===== config.mk =====
export PLATFORM = sky130hd
export DESIGN_NAME = delay_line_ctrl
export DESIGN_NICKNAME = d
export VERILOG_FILES = /design/src/rtl/delay_line_ctrl.sv
export SDC_FILE = /design/constraint.sdc
export NUM_CORES = 1
export LEC_CHECK = 0
export CORE_MARGIN = 8
export CORE_UTILIZATION = 55
export CTS_CLUSTER_DIAMETER = 60
export DETAILED_ROUTE_END_ITERATION = 12
export GPL_TIMING_DRIVEN = 0
export PLACE_DENSITY = 0.84
export RECOVER_POWER = 50
export SYNTH_ARGS = -nofsm -noshare
export SYNTH_HDL_FRONTEND = slang
export SYNTH_SLANG_ARGS = --single-unit

===== constraint.sdc =====
create_clock -name clk_i -period 6.9 [get_ports clk_i]
set_clock_uncertainty 0.05 [all_clocks]
set_input_delay 1.38 -clock clk_i [delete_from_list [all_inputs] [get_ports clk_i]]
set_output_delay 1.38 -clock clk_i [all_outputs]
set_load 0.02 [all_outputs]

===== src/rtl/delay_line_ctrl.sv =====
// Per-sample sequencer for the guitar-effect delay line: clears the sample RAM,
// then runs read / mix / write-back for each accepted sample in echo, slapback or bypass.
module delay_line_ctrl #(
  parameter int B = 15,
  parameter int T = 20000
) (
  input  logic          clk_i,
  input  logic          rst_n_i,
  input  logic          en_i,
  input  logic [3:0]    options_i,
  input  logic [B-1:0]  delay_len_i,
  input  logic [31:0]   x_i,
  input  logic          x_valid_i,
  output logic          ready_o,
  output logic [31:0]   y_o,
  output logic          y_valid_o,
  output logic          ram_we_o,
  output logic [B-1:0]  ram_addr_wr_o,
  output logic [B-1:0]  ram_addr_rd_o,
  output logic [31:0]   ram_di_o,
  input  logic [31:0]   ram_do_i
);

  localparam int            LW   = B + 1;
  localparam logic [LW-1:0] TL   = LW'(T);
  localparam logic [B-1:0]  LAST = B'(T - 1);

  typedef enum logic [2:0] {
    CLEAR,
    IDLE,
    RD,
    MIX,
    WR
  } state_t;

  state_t        state_q, state_d;
  logic          clrArm_q;
  logic [B-1:0]  clrCnt_q, clrCnt_d;
  logic [B-1:0]  wrPtr_q, wrPtr_d;
  logic [31:0]   x_q, x_d;
  logic          en_q, en_d;
  logic [3:0]    opt_q, opt_d;
  logic [LW-1:0] len_q, len_d;
  logic [31:0]   y_q, y_d;
  logic [31:0]   wb_q, wb_d;

  logic [LW-1:0] lenIn, lenClamped;
  logic [LW-1:0] ptrExt, rdFull;
  logic signed [31:0] dHalf;
  logic [32:0]   mixSum;
  logic [31:0]   satSum;

  always_comb begin
    lenIn = {1'b0, delay_len_i};
    if (lenIn == '0) begin
      lenClamped = LW'(1);
    end else if (lenIn > TL) begin
      lenClamped = TL;
    end else begin
      lenClamped = lenIn;
    end
  end

  // Read address wraps by adding T instead of letting the subtraction underflow.
  always_comb begin
    ptrExt = {1'b0, wrPtr_q};
    if (ptrExt >= len_q) begin
      rdFull = ptrExt - len_q;
    end else begin
      rdFull = ptrExt + TL - len_q;
    end
  end

  assign dHalf  = $signed(ram_do_i) >>> 1;
  assign mixSum = {x_q[31], x_q} + {dHalf[31], dHalf};

  always_comb begin
    if (mixSum[32] != mixSum[31]) begin
      satSum = mixSum[32] ? 32'h8000_0000 : 32'h7FFF_FFFF;
    end else begin
      satSum = mixSum[31:0];
    end
  end

  always_comb begin
    state_d  = state_q;
    clrCnt_d = clrCnt_q;
    wrPtr_d  = wrPtr_q;
    x_d      = x_q;
    en_d     = en_q;
    opt_d    = opt_q;
    len_d    = len_q;
    y_d      = y_q;
    wb_d     = wb_q;

    case (state_q)
      CLEAR: begin
        if (clrArm_q) begin
          if (clrCnt_q == LAST) begin
            clrCnt_d = '0;
            state_d  = IDLE;
          end else begin
            clrCnt_d = clrCnt_q + 1'b1;
          end
        end
      end
      IDLE: begin
        if (x_valid_i) begin
          x_d     = x_i;
          en_d    = en_i;
          opt_d   = options_i;
          len_d   = lenClamped;
          state_d = RD;
        end
      end
      RD: begin
        state_d = MIX;
      end
      MIX: begin
        y_d  = x_q;
        wb_d = x_q;
        if (en_q) begin
          if (opt_q == 4'b1000) begin
            y_d  = satSum;
            wb_d = satSum;
          end else if (opt_q == 4'b0100) begin
            y_d  = satSum;
          end
        end
        state_d = WR;
      end
      WR: begin
        if (en_q) begin
          wrPtr_d = (wrPtr_q == LAST) ? '0 : wrPtr_q + 1'b1;
        end
        state_d = IDLE;
      end
      default: begin
        state_d = CLEAR;
      end
    endcase
  end

  // clrArm_q keeps the clear writes off while reset is still asserted.
  always_ff @(posedge clk_i) begin
    if (!rst_n_i) begin
      state_q  <= CLEAR;
      clrArm_q <= 1'b0;
      clrCnt_q <= '0;
      wrPtr_q  <= '0;
      x_q      <= '0;
      en_q     <= 1'b0;
      opt_q    <= '0;
      len_q    <= LW'(1);
      y_q      <= '0;
      wb_q     <= '0;
    end else begin
      state_q  <= state_d;
      clrArm_q <= 1'b1;
      clrCnt_q <= clrCnt_d;
      wrPtr_q  <= wrPtr_d;
      x_q      <= x_d;
      en_q     <= en_d;
      opt_q    <= opt_d;
      len_q    <= len_d;
      y_q      <= y_d;
      wb_q     <= wb_d;
    end
  end

  assign ready_o       = (state_q == IDLE);
  assign y_valid_o     = (state_q == WR);
  assign y_o           = y_q;
  assign ram_we_o      = ((state_q == CLEAR) && clrArm_q) || ((state_q == WR) && en_q);
  assign ram_addr_wr_o = (state_q == CLEAR) ? clrCnt_q : wrPtr_q;
  assign ram_addr_rd_o = rdFull[B-1:0];
  assign ram_di_o      = (state_q == CLEAR) ? 32'h0 : wb_q;

endmodule


# After elaboration in Yosys (flattened, before gate mapping)
# Index checks and enable logic that the tools add are counted.
dict set report totals {
  word_cells 58
  reg_bits 151
  in_bits 87
  out_inout_bits 97
}
dict set report op_classes {
  n_mux 19
  n_reduce_logical 9
  addsub 6
  n_lt_le_gt_ge 2
  n_eq_ne 12
}
# op n
set op_table {}
lappend op_table {{32-bit 2-to-1 mux} 8}
lappend op_table {{15-bit 2-to-1 mux} 5}
lappend op_table {{32-bit by 31-bit adder with 33-bit output} 1}
lappend op_table {{15-bit by 1-bit adder with 15-bit output, second input constant} 2}
lappend op_table {{15-bit equality test, second input constant} 2}
lappend op_table {{15-bit subtractor} 2}
lappend op_table {{15-bit by 16-bit >= comparator with 1-bit output} 1}
lappend op_table {{16-bit 2-to-1 mux} 1}
lappend op_table {{15-bit adder, second input constant} 1}
lappend op_table {{15-bit greater-than comparator, second input constant} 1}
lappend op_table {{15-bit logical NOT} 1}
lappend op_table {{3-bit one-hot mux with 5 select lines} 1}
lappend op_table {{3-bit 2-to-1 mux} 3}
lappend op_table {{3-bit by 2-bit equality test with 1-bit output, second input constant} 2}
lappend op_table {{2-bit inequality test, second input constant} 3}
lappend op_table {{2-bit AND reduction} 3}
lappend op_table {{4-bit by 3-bit equality test with 1-bit output, second input constant} 1}
lappend op_table {{4-bit equality test, second input constant} 1}
lappend op_table {{3-bit by 1-bit equality test with 1-bit output, second input constant} 1}
lappend op_table {{3-bit equality test, second input constant} 1}
lappend op_table {{3-bit logical NOT} 1}
lappend op_table {{3-bit AND reduction} 1}
lappend op_table {{1-bit logical AND} 2}
lappend op_table {{1-bit logical OR} 1}
lappend op_table {{other kinds (2)} 2}

# Longest topological paths before layout
# Gate-level depths: netlist of run 1.
dict set report logic_depth {
  depth_word 6
  ltp_mapped 14
}

# Worst setup path after synthesis of run 1
# No wires, ideal clock.
dict set report synth_timing {
  path_type {register to output}
  from {register wrPtr_q[5]}
  to {output port ram_addr_rd_o[11]}
  path_slack_ps 2421
  path_stages_with_launch 11
  required_time_ps 5470
  t_arrival_ps 3049
  cell_sequence {dfxtp_1 -> inv_1 -> ha_1 -> and4_1 -> a21oi_1 -> nor4_1 -> a2111oi_1 -> o211ai_1 -> a21oi_1 -> buf_2 -> mux2i_1}
}
dict set report synth_via {
  elab_chain_len 3
  elab_cells_between_ends 5
  cone_classes {3 x add/sub; 1 x order compare; 1 x mux}
}
# element line_no
set synth_rtl {}
lappend synth_rtl {{from (decl)} 39} ;# logic [B-1:0] wrPtr_q, wrPtr_d;
lappend synth_rtl {{from (signal assigned)} 161} ;# wrPtr_q <= wrPtr_d;
lappend synth_rtl {{15-bit adder} 70} ;# rdFull = ptrExt + TL - len_q;
lappend synth_rtl {{15-bit subtractor} 70}
lappend synth_rtl {{15-bit 2-to-1 mux *} 67} ;# if (ptrExt >= len_q) begin
lappend synth_rtl {{to (decl)} 19} ;# output logic [B-1:0] ram_addr_rd_o,
# Mark *: on every way between the ends. The rest lies on a longest branch, timed or not.

# Worst setup path after layout of run 1
dict set report layout_timing {
  from {register wrPtr_q[5]}
  to {output port ram_addr_rd_o[5]}
}
# The elaborated chain is that of the path after synthesis.

==> impl_metrics.tcl, run 1 <==
set metrics [dict create \
    ys_warn_count 0 \
    core_region_area_sq_mm 0.01784 \
    clk_latency_ns 0.43 \
    final_cell_mix "nand2_1, dfxtp_1, clkdlybuf4s50_1" \
    crit_family "compound AO/OA/AOI/OAI gates" \
    holdBufCountCts 0 \
    die-area_sq_mm 0.02264 \
    port_buffers 182 \
    worst-path-max-fanout 10 \
    tritoncts "done" \
    first_pass_iters 5 \
    fin_util_pct 70.73 \
    hp-class "flop to flop" \
    place_ws_ns 1.062 \
    hold_violations 0 \
    first_global_vias 10260 \
    ys.flop_type "dfxtp_1" \
    status "complete, no violations" \
    max_slew_margin_pct 25.10 \
    worstSetupStartpointType "flop" \
    cts-resized-gates 0 \
    drt_iter0_markers 695 \
    ir_worst_vdd_uv 163.5 \
    wl_per_cell_microns 18.85 \
    path_clk_slew_ns 0.06 \
    h-tree-depth 4 \
    fmax_ghz 0.1592 \
    cp.arrival_ns 4.85 \
    synth_area_sq_mm 0.009946 \
    crit_top_cell "a21oi_1" \
    fin_tns_setup_ns 0 \
    tightest_slew_ns 1.115 \
    end_kind "primary output" \
    gp_congestion 0.9382 \
    crit_path_top_delay_cell "a2111oi_1" \
    drc 0 \
    setup_viol 0 \
    finalCriticalPeriod_ns 6.282 \
    area_delta_synth_final_pct 26.87 \
    synth_cells 1281 \
    via_per_inst 5.970 \
    drive_gt1_share_pct 4.011 \
    dpl.hpwl_microns 25390 \
    worstPathCellList "inv_1 > ha_1 > and4_1 > a21oi_1 > nor4_1 > a2111oi_1 > o211ai_1 > a21oi_1 > clkbuf_1 > nand3b_1 > o31ai_1 > clkdlybuf4s50_1" \
    cts_buffers 17 \
    path_buf_inv 3 \
    p_per_area_mw_per_mm2 150.5 \
    synth_edf_count 0 \
    ant_nets 0 \
    crit_type "flop to primary output" \
    slew_violations 0 \
    die_w_microns 150.5 \
    yosysSeqAreaShare_pct 30.19 \
    grtUsageTotal_pct 28.42 \
    nNetsFinal 1647 \
    totalWireLength_microns 32520 \
    vias 10300 \
    slowest_delay_ns 0.79 \
    grt_start_max_net_pins 17 \
    ys_ff_latch 150 \
    ios 184 \
    synthArstFlopShare_pct 0 \
    leakage_uw 0.004854 \
    diodes 0 \
    num_rows 49 \
    grt_overflow 0 \
    ys_types 67 \
    final_common_cell "nand2_1" \
    initial_core_util_pct 55.75 \
    die_y_microns 150.5 \
    cts_root_buf "clkbuf_16" \
    setup_ws_ns 0.6185 \
    required_ns 5.47 \
    synth_fp_nets 1445 \
    postCtsSetupBuffers 0 \
    clock-sinks 150 \
    antenna_found_initial 0 \
    clock_path_buffers 2 \
    grt_pass1_wl_microns 51230 \
    period_share_pct 91.04 \
    syn_area_per_cell_sq_um 7.764 \
    cap_violations 0 \
    rsz0062_at_grt "false" \
]
-- sequential cells by signal, summed over array words and instances (netlist names) --
register,flops
en_q,1
opt_q,4
len_q,15
x_q,32
y_o,32
state_q,3
clrArm_q,1
wb_q,32
clrCnt_q,15
wrPtr_q,15
-- final timing paths --
kind               from          endpoint  slack, ns  cells after the start
max          wrPtr_q[5]  ram_addr_rd_o[5]       0.62                     12
min            opt_q[0]          opt_q[0]       0.42                      2
max reg2reg      x_q[0]           y_o[22]       3.12                     14
min reg2reg    opt_q[0]          opt_q[0]       0.42                      2
-- cell usage after synthesis (4+ instances only) --
cell / instances / share of area, %
o211ai_1: 5 / 0.38
o22ai_1: 4 / 0.25
ha_1: 66 / 8.3
xnor2_1: 48 / 4.2
a22oi_1: 9 / 0.68
nand2b_1: 12 / 0.75
o31ai_1: 4 / 0.30
and2_1: 14 / 0.88
nor2_1: 77 / 2.9
o21ai_0: 101 / 5.1
dfxtp_1: 150 / 30
nor3_1: 84 / 4.2
o21a_1: 9 / 0.68
or3_1: 7 / 0.44
or2_2: 5 / 0.31
clkbuf_1: 60 / 2.3
fa_1: 11 / 2.2
nand2_1: 173 / 6.5
buf_2: 8 / 0.40
a21o_1: 12 / 0.91
nor2b_1: 43 / 2.7
o21bai_1: 5 / 0.38
nor4_1: 5 / 0.31
a21boi_0: 43 / 3.2
o311ai_0: 4 / 0.35
nand3b_1: 6 / 0.45
xor2_1: 22 / 1.9
inv_1: 64 / 2.4
a21oi_1: 53 / 2.7
nand4_1: 16 / 1.0
a31oi_1: 7 / 0.44
o21ai_1: 5 / 0.25
a211oi_1: 67 / 5.1
and3_1: 11 / 0.69
nand3_1: 24 / 1.2
-- cell families after synthesis --
kind of cell / synth area share, %
adders and majority gates: 10.52
buffers and inverters: 5.309
AOI/OAI and AO/OA: 23.35
xor gates and xnor gates: 6.164
muxes: 0.6416
and+or+nand+nor: 23.83
DFF: 30.19
-- where the power goes --
group          internal (uW)  switching [uW]  total, uW
clock                    481             408        890
sequential               867            1.65        868
combinational           72.7            67.9        141
total                   1420             478       1900
-- per-stage QoR --
step           power, uW  instance area (sq um)  instances  hold slack, ns
3_5_place_dp        1026                  12070       1693          0.4079
6_report            1899                  12620       1725          0.4156
5_1_grt             1949                  12620       1725          0.4576
3_3_place_gp        1025                  12050       1692          0.4026
4_1_cts             1899                  12630       1725          0.4165
2_1_floorplan      949.8                   9946       1281          0.3934
-- cell type report --
type                       instances  area, sq um
sequential                       150         3003
fill                            1441         5223
inverter                          64        240.2
clock inverter                    13        117.6
timing repair buffer             183         1826
multi-input combinational        996         6415
buffer                            71        287.8
tap                              229        286.5
clock buffer                      19        442.9
-- worst reg2reg max path: stages, from the launching register on --
cell,delay [ns]
dfxtp_1,0.41
ha_1,0.24
inv_1,0.07
fa_1,0.37
nand2b_1,0.20
a21oi_1,0.32
o211a_1,0.23
o21ai_0,0.19
o31ai_1,0.52
or3b_1,0.19
o2bb2a_1,0.13
buf_4,0.18
buf_4,0.21
nand2_1,0.11
a211oi_1,0.29
-- layer usage --
layer,GRT usage (%),wire length (microns)
met1,33.93,13130
met2,47.98,15710
met3,5.080,2352
met4,14.84,1331
met5,0,0
Note: power is estimated with default switching activity, not from simulation.
==> run 2: changes to the inputs <==
CORE_MARGIN = default   (was 8)
==> impl_metrics.tcl, run 2 (synthesis gave the netlist of run 1 again) <==
set metrics [dict create \
    leakage_uw 0.004864 \
    path_clk_slew_ns 0.06 \
    drt_iter0_markers 785 \
    p_per_area_mw_per_mm2 153.5 \
    path_buf_inv 3 \
    cts_root_buf "clkbuf_16" \
    slew_violations 0 \
    required_ns 5.47 \
    grtUsageTotal_pct 33.97 \
    antenna_found_initial 0 \
    die-area_sq_mm 0.01863 \
    rsz0062_at_grt "false" \
    port_buffers 182 \
    clock-sinks 150 \
    ir_worst_vdd_uv 152.6 \
    crit_path_top_delay_cell "a2111oi_1" \
    hold_violations 0 \
    cts-resized-gates 0 \
    crit_top_cell "a21oi_1" \
    drc 0 \
    clk_latency_ns 0.43 \
    period_share_pct 90.94 \
    final_common_cell "nand2_1" \
    clock_path_buffers 2 \
    cts_buffers 17 \
    final_cell_mix "nand2_1, dfxtp_1, clkdlybuf4s50_1" \
    cap_violations 0 \
    crit_family "compound AO/OA/AOI/OAI gates" \
    ios 184 \
    fmax_ghz 0.1594 \
    vias 10370 \
    finalCriticalPeriod_ns 6.275 \
    grt_pass1_wl_microns 48760 \
    slowest_delay_ns 0.77 \
    cp.depth 12 \
    grt_overflow 0 \
    max_slew_margin_pct 32.08 \
    gp_congestion 0.9469 \
    worst-path-max-fanout 10 \
    total_power_uw 1939 \
    fillCellCount 1444 \
    first_pass_iters 5 \
    initial_core_util_pct 56.91 \
    area_delta_synth_final_pct 27.02 \
    nNetsFinal 1647 \
    worstPathCellList "inv_1 > ha_1 > and4_1 > a21oi_1 > nor4_1 > a2111oi_1 > o211ai_1 > a21oi_1 > clkbuf_1 > nand3b_1 > o31ai_1 > clkdlybuf4s50_1" \
    reg2regPathDepth 14 \
    seq_area_sq_mm 0.003003 \
    fin_util_pct 72.29 \
    core_region_area_sq_mm 0.01748 \
    via_per_inst 6.026 \
    fin_tns_setup_ns 0 \
    die_w_microns 136.5 \
    ant_nets 0 \
    multiInputGateArea_sq_mm 0.006415 \
    status "complete, no violations" \
    cp.arrival_ns 4.85 \
    first_global_vias 9954 \
    postCtsSetupBuffers 0 \
    dpl.hpwl_microns 24310 \
    tritoncts "done" \
    h-tree-depth 4 \
    totalWireLength_microns 31360 \
    drive_gt1_share_pct 3.944 \
    worstSetupStartpointType "flop" \
    setup_viol 0 \
    num_rows 48 \
    whs_path_depth 2 \
    crit_type "flop to primary output" \
    hp-class "flop to flop" \
    tightest_slew_ns 1.011 \
    end_kind "primary output" \
    grt_start_max_net_pins 17 \
    wl_per_cell_microns 18.22 \
    die_y_microns 136.5 \
    holdBufCountCts 0 \
    diodes 0 \
]
-- run 2: cell types whose count changed in the layout (fill, tap and decap cells not counted), moves of 2 or more --
cell	delta
clkinv_4	-3
inv_8	-3
bufinv_16	+2
inv_6	+2
-- run 2: worst paths after layout --
| check | from | endpoint | slack [ns] |
|---|---|---|---|
| setup reg to reg | x_q[0] | y_o[21] | 3.23 |
| setup / recovery | wrPtr_q[5] | ram_addr_rd_o[5] | 0.62 |
| hold / removal | len_q[14] | len_q[14] | 0.42 |
| hold reg to reg | len_q[14] | len_q[14] | 0.42 |
-- run 2: layout make-up --
class / instances / share of cell area [%]
clock inverter: 13 / 1.169
tap: 225 / 2.228
multi-input combinational: 996 / 50.78
buffer: 71 / 2.278
inverter: 64 / 1.902
clock buffer: 19 / 3.427
timing repair buffer: 183 / 14.45
sequential: 150 / 23.77
-- run 2: per-stage QoR --
step / hold WS (ns) / instance area, sq um / setup slack, ns / std cells
after floorplan: 0.3934 / 9946 / 2.421 / 1281
final: 0.4196 / 12630 / 0.6250 / 1721
after global placement: 0.4026 / 12050 / 1.134 / 1688
after detailed placement: 0.4175 / 12070 / 1.167 / 1689
after CTS: 0.4255 / 12650 / 0.6949 / 1721
after global routing: 0.4423 / 12630 / 0.4078 / 1721
-- run 2: layer usage --
metal	global-route usage (%)	wire, microns	vias up
met1	40.65	12760	4849
met3	5.556	2282	98
met4	16.42	1083	0
met5	0	0	-
met2	58.80	15240	488
li1	-	-	4936
-- run 2: report_power, final --
part           internal, uW  total (uW)  switching [uW]
clock                   537         930             393
sequential              867         869            1.72
combinational          72.6         140            66.9
-- run 2: tightest hold or removal path: cells and delay by family, from the launching register on --
kind / cells / cell delay (ns)
compound gates: 1 / 0.06
flops: 1 / 0.31
simple gates: 1 / 0.05
